`src/rtl/hazard_ctrl_sb.sv`:
```
// Hazard controller for the MINI-RISC pipeline: M/W operand forwarding, load-use bubbles,
// a busy scoreboard for multi-cycle ops, and flush stretching after redirects.
module hazard_ctrl_sb #(
  parameter int REG_AW       = 3,
  parameter int MC_LAT       = 4,
  parameter int FLUSH_CYCLES = 1,
  parameter int ZERO_REG_HW  = 0
) (
  input  logic                      clk,
  input  logic                      rst_n,
  input  logic [REG_AW-1:0]         rs1_D,
  input  logic [REG_AW-1:0]         rs2_D,
  input  logic [REG_AW-1:0]         rd_D,
  input  logic                      reg_write_D,
  input  logic                      mc_op_D,
  input  logic [REG_AW-1:0]         rs1_E,
  input  logic [REG_AW-1:0]         rs2_E,
  input  logic [REG_AW-1:0]         rd_E,
  input  logic                      reg_write_E,
  input  logic                      mem_read_E,
  input  logic                      mc_start_E,
  input  logic [REG_AW-1:0]         rd_M,
  input  logic                      reg_write_M,
  input  logic [REG_AW-1:0]         rd_W,
  input  logic                      reg_write_W,
  input  logic                      redirect,
  output logic                      stall_F,
  output logic                      stall_D,
  output logic                      flush_F,
  output logic                      flush_D,
  output logic [1:0]                forward_A,
  output logic [1:0]                forward_B,
  output logic [(1<<REG_AW)-1:0]    sb_busy,
  output logic                      mc_busy,
  output logic                      mc_done
);

  localparam logic [3:0] MC_LOAD = 4'(MC_LAT - 1);
  localparam logic [1:0] FL_LOAD = 2'(FLUSH_CYCLES - 1);

  logic [3:0]        mc_cnt;
  logic [REG_AW-1:0] mc_rd;
  logic [1:0]        fl_cnt;
  logic              load_use;
  logic              sb_raw;
  logic              mc_struct;
  logic              hold;
  logic              flush_act;
  logic              mc_accept;

  function automatic logic reg_match(input logic [REG_AW-1:0] dst,
                                     input logic [REG_AW-1:0] src,
                                     input logic              wr);
    return wr && (dst == src) && !((ZERO_REG_HW != 0) && (dst == '0));
  endfunction

  always_comb begin
    forward_A = 2'b00;
    if (reg_match(rd_M, rs1_E, reg_write_M))      forward_A = 2'b01;
    else if (reg_match(rd_W, rs1_E, reg_write_W)) forward_A = 2'b10;
  end

  always_comb begin
    forward_B = 2'b00;
    if (reg_match(rd_M, rs2_E, reg_write_M))      forward_B = 2'b01;
    else if (reg_match(rd_W, rs2_E, reg_write_W)) forward_B = 2'b10;
  end

  assign mc_done   = mc_busy && (mc_cnt == 4'd1);
  assign load_use  = mem_read_E && (reg_match(rd_E, rs1_D, reg_write_E) ||
                                    reg_match(rd_E, rs2_D, reg_write_E));
  // Last term is the WAW check: a new writer must not land before the in-flight result.
  assign sb_raw    = sb_busy[rs1_D] | sb_busy[rs2_D] | (reg_write_D & sb_busy[rd_D]);
  assign mc_struct = mc_op_D & mc_busy & ~mc_done;
  assign hold      = load_use | sb_raw | mc_struct;

  // A pending flush wins over any hold so the fetch PC can take the redirect target.
  assign flush_act = redirect | (fl_cnt != 2'd0);
  assign flush_F   = flush_act;
  assign flush_D   = flush_act | hold;
  assign stall_F   = hold & ~flush_act;
  assign stall_D   = hold & ~flush_act;

  assign mc_accept = mc_start_E & ~mc_busy;

  always_ff @(posedge clk or negedge rst_n) begin
    if (!rst_n) begin
      fl_cnt <= 2'd0;
    end else if (redirect) begin
      fl_cnt <= FL_LOAD;
    end else if (fl_cnt != 2'd0) begin
      fl_cnt <= fl_cnt - 2'd1;
    end
  end

  // Redirects deliberately leave the scoreboard alone: the op already committed in E.
  always_ff @(posedge clk or negedge rst_n) begin
    if (!rst_n) begin
      sb_busy <= '0;
      mc_busy <= 1'b0;
      mc_cnt  <= 4'd0;
      mc_rd   <= '0;
    end else if (mc_done) begin
      sb_busy[mc_rd] <= 1'b0;
      mc_busy        <= 1'b0;
      mc_cnt         <= 4'd0;
    end else if (mc_busy) begin
      mc_cnt <= mc_cnt - 4'd1;
    end else if (mc_accept) begin
      mc_busy <= 1'b1;
      mc_cnt  <= MC_LOAD;
      mc_rd   <= rd_E;
      if (!((ZERO_REG_HW != 0) && (rd_E == '0))) sb_busy[rd_E] <= 1'b1;
    end
  end

endmodule

```
`config.mk`:
```
export PLATFORM = sky130hd
export DESIGN_NAME = hazard_ctrl_sb
export DESIGN_NICKNAME = d
export VERILOG_FILES = /design/src/rtl/hazard_ctrl_sb.sv
export SDC_FILE = /design/constraint.sdc
export NUM_CORES = 1
export LEC_CHECK = 0
export BUFFER_PORTS_ARGS = -buffer_cell sky130_fd_sc_hd__buf_4
export CORE_UTILIZATION = 50
export DETAILED_ROUTE_END_ITERATION = 16
export GPL_TIMING_DRIVEN = 0
export PLACE_DENSITY = 0.83
export SLEW_MARGIN = 20
export SYNTH_ARGS = -nofsm -noshare
export SYNTH_HDL_FRONTEND = slang
export SYNTH_SLANG_ARGS = --single-unit
```
`constraint.sdc`:
```
create_clock -name clk -period 4.7 [get_ports clk]
set_input_delay 0.94 -clock clk [delete_from_list [all_inputs] [get_ports clk]]
set_output_delay 0.94 -clock clk [all_outputs]
set_load 0.05 [all_outputs]
```
==> results <==
- The total chip power is 1.036 mW.
- The ratio of routed vias to standard cells is 5.742.
- After routing the design area is 0.001735 mm^2.
- The highest net fanout along the worst path is 5.
- CTS built an H-tree with a depth of 1.
- Before antenna repair, the detailed router went through 4 iterations.
- The cell at the root of the clock tree is sky130_fd_sc_hd__clkbuf_4.
- The dominant synthesized flop cell is sky130_fd_sc_hd__dfrtp_1.
- The synthesized netlist net count is 167.
- The total of max-cap violations is 0.
- The row count is 18.
- Across the routed clock network, the largest skew measured is 0.004708 ns.
- The pin count of the biggest net entering global routing is 19.
- The endpoint identified for the worst register-to-register timing path is sb_busy[0].
- The final period utilization is 69.15%.
- Counting cells, the worst reg-to-reg path comes to 6.
- The global-route wire length before repair is 4892 um.
- After synthesis, flip-flops and latches occupy 34.82% of the total area.
- The total inserted antenna cells is 0.
- For the finished layout, the period the worst path requires is 3.250 ns.
- After clock tree synthesis, the clock-pin slew on the worst setup and hold paths is 0.10 ns.
- The total overflow left after global routing is 0.
- The cell type with the highest occurrence count on the critical path is sky130_fd_sc_hd__buf_4.
- In this run, the number of DRC markers left after iteration 0 of detailed routing was 31.
- Summed over all nets, the half-perimeter wirelength after detailed placement is 2592 um.
- In this run, the combinational gates consume 60.1% of the power.
- The final worst setup slack is 1.450 ns.
- STA classifies the critical path endpoint as a primary output.
- The congestion estimate from routability-driven global placement came to 0.9134.
- The slowest cell on the critical path is sky130_fd_sc_hd__mux4_2.
- The fraction of power consumed by the clock network is 9.0%.
- In this design, the stage delay of the slowest critical-path cell is 0.48 ns.
- Setup violations remaining at the end of the flow were counted as 0.
- The sequential fraction of design power is 30.8%.
- The final-layout fill cell count is 186.
- The most critical setup path has its endpoint at stall_F.
- The number of synthesized flops with an enable pin is 0.
- The fraction of final layout cells with drive strength greater than 1 is 36.61%.
- The start point of the critical path is rs1_D[1].
- The total area inside the core boundary comes to 0.002455 mm^2.
- The critical path in this run is classified as in -> out.
- The area overhead of the layout relative to synthesis is 34.14%.
- By count the netlist is led by sky130_fd_sc_hd__dfrtp_1, sky130_fd_sc_hd__nor2_1, sky130_fd_sc_hd__xor2_1.
- Global routing consumed, over all layers together, 24.60% of the routing resources.
- The clock tree from TritonCTS is done.
- The total count of hold-check failures in the final report is 0.
- For this run, asynchronously set or reset flops after synthesis account for 100.0%.
- The number of clock buffers added by TritonCTS is 3.
- The area enclosed by the die boundary is 0.002795 mm^2.
- The final number of max-transition violations is 0.
- At the worst endpoint, the required time is 3.76 ns.
- The total via count after detailed routing is 1223.
- The width of the die is 52.87 um.
- The area taken by multi-input logic gates is 785.8 um^2.
- The post-cts sizing count is 0.
- The worst-case IR drop observed on VDD is 0.0004977 V.
- The placement-stage cell area is 0.001699 mm^2.
- The starting density of the core is 52.70%.
- The total power divided by cell area is 597.1 mW/mm^2.
- The register-to-register path setup slack is 3.08 ns.
- The post-detailed-route count of antenna-violating nets is 0.
- Setup repair after global routing left no endpoint under its margin.
- Wires add up to 3244 um.
- In this run, distinct cell masters in the synthesized netlist total 34.
- The max-slew headroom at the worst pin is 79.84%.
- The run finished with clean final reports.
- The path class of the tightest hold or removal check is in -> async.
- The internal portion of total power is 0.5247 mW.
- The number of top-level pins is 52.
- The share of total power consumed by net switching is 49.37%.
- By area the synthesized netlist is led by sky130_fd_sc_hd__dfrtp_1, sky130_fd_sc_hd__xor2_1, sky130_fd_sc_hd__xnor2_1.
- Timing analysis after detailed placement gives a worst setup slack of 1.440 ns.
- The via count of the first global-routing pass is 1112.
- Measured along the y axis, the die boundary spans 52.87 um.
- The critical path data arrival time is 2.31 ns.
- Each instance of the synthesized netlist takes up on average 9.952 um^2.
- Summed over all failing endpoints, the final setup total negative slack is 0 ns.
- Dividing the detail-routed wire length by the instance count gives 15.23 um.
- The cell type with the highest aggregate area in the netlist is sky130_fd_sc_hd__dfrtp_1.
- For this design the static power due to leakage is 0.8087 nW.
- Port buffering added 49 buffers.
- The highest achievable clock rate is 307.7 MHz.
- The number of instances in the synthesized netlist is 130.
- In this run, post-CTS hold repair placed 0 buffers.
- The post-route DRC violation count is 0.
- The final layout contains 221 nets.
- Summing every instance area after synthesis gives 0.001294 mm^2.
- Among all cell types in the netlist, the one instantiated most often is sky130_fd_sc_hd__dfrtp_1.
- Counting flops and latches in the post-synthesis netlist gives 18.
- The number of setup buffers added after CTS is 0.
- The critical path goes through buf_6, mux2i_1, mux4_2, and4_4, a31oi_2, buf_4, buf_4.
- The transition at the pin with the smallest max-transition slack is 0.3000 ns.
- Summing all flip-flop and latch instances after layout gives 450.4 um^2.
- The total net switching power is 0.5115 mW.
- The worst register-to-register path begins at mc_busy.
- The number of warnings issued by yosys is 0.
- The clock tree buffer depth is 2.
- The share of the synthesized area in the top cell type is 34.82%.
- The initial antenna violation count is 0.
- The sort of element at the start of the critical path is an input port.
- The clock insertion delay at the later pin of the skew report is 0.29 ns.
- Counting every sink on the clock net gives 18.
## area by class of cell
| cell class | count | area share, % |
|---|---|---|
| tap | 30 | 2.163 |
| timing repair buffer | 49 | 21.20 |
| inverter | 6 | 1.298 |
| sequential | 18 | 25.96 |
| clock buffer | 4 | 2.091 |
| buffer | 4 | 2.019 |
| multi-input combinational | 102 | 45.28 |
## state kept, by name, indices dropped and copies added, names as in the netlist
register and count:
fl_cnt 2, mc_busy 1, mc_cnt 4, sb_busy 8
mc_rd 3
## worst max-delay path: cells and delay by family
| family | cells | cell delay, ns |
|---|---|---|
| muxes | 2 | 0.59 |
| AOI/OAI and AO/OA | 1 | 0.14 |
| and+or+nand+nor | 1 | 0.21 |
| buffers and inverters | 3 | 0.42 |
## layout by cell type (no fill, tap or decap), types with 2 or more instances in the layout
cell type,count
sky130_fd_sc_hd__nand4_1,2
sky130_fd_sc_hd__inv_1,6
sky130_fd_sc_hd__buf_4,50
sky130_fd_sc_hd__nor3_1,6
sky130_fd_sc_hd__nand2b_1,2
sky130_fd_sc_hd__a21oi_1,9
sky130_fd_sc_hd__o22ai_1,2
sky130_fd_sc_hd__mux4_2,3
sky130_fd_sc_hd__mux4_1,2
sky130_fd_sc_hd__ha_1,3
sky130_fd_sc_hd__mux2_2,2
sky130_fd_sc_hd__and2_1,2
sky130_fd_sc_hd__xor2_1,11
sky130_fd_sc_hd__o21ai_0,4
sky130_fd_sc_hd__nor2_1,12
sky130_fd_sc_hd__a31oi_1,8
sky130_fd_sc_hd__clkbuf_4,3
sky130_fd_sc_hd__dfrtp_1,18
sky130_fd_sc_hd__nand3_1,3
sky130_fd_sc_hd__nor2b_1,3
sky130_fd_sc_hd__nand2_1,5
sky130_fd_sc_hd__mux2i_1,5
sky130_fd_sc_hd__xnor2_1,9
## power by group through the flow
stage | sequential [mW] | combinational (mW) | clock, mW
after floorplan | 0.425 | 0.324 | 0
after global placement | 0.316 | 0.606 | 0
after detailed placement | 0.320 | 0.624 | 0
after CTS | 0.316 | 0.626 | 0.0956
after global routing | 0.332 | 0.674 | 0.104
final | 0.320 | 0.623 | 0.0935
## layer usage
layer  GRT usage (%)  wire length (um)  share of wire [%]
met1           31.73              1349                 42
met2           41.14              1660                 51
met3           3.161               173                5.3
met4           10.53                61                1.9
met5               0                 0                  0
## cell families after synthesis
logic type	share of synthesized area, %
adders and majority gates	2.902
DFF	34.82
buffers and inverters	4.448
xor gates and xnor gates	13.54
AOI/OAI and AO/OA	12.96
muxes	14.89
and+or+nand+nor	16.44
## stage by stage
step                cells  util [%]  hold WS, ns
finish                213     70.69       0.5029
global route          213     70.69       0.4953
floorplan             130         -       0.4803
CTS                   213     70.69       0.5016
detailed placement    209     69.22       0.5197
global placement      209     69.22       0.5012
## how the worst min path moves through the flow
stage	from	to	slack, ns	cells after the start
floorplan	mc_cnt[2]	mc_cnt[2]	0.48	1
global placement	fl_cnt[1]	fl_cnt[1]	0.50	2
detailed placement	mc_rd[0]	mc_rd[0]	0.52	1
CTS	rst_n	sb_busy[7]	0.50	1
global route	rst_n	mc_rd[0]	0.50	1
finish	rst_n	mc_rd[0]	0.50	1
Power figures use the tool's default switching activity.
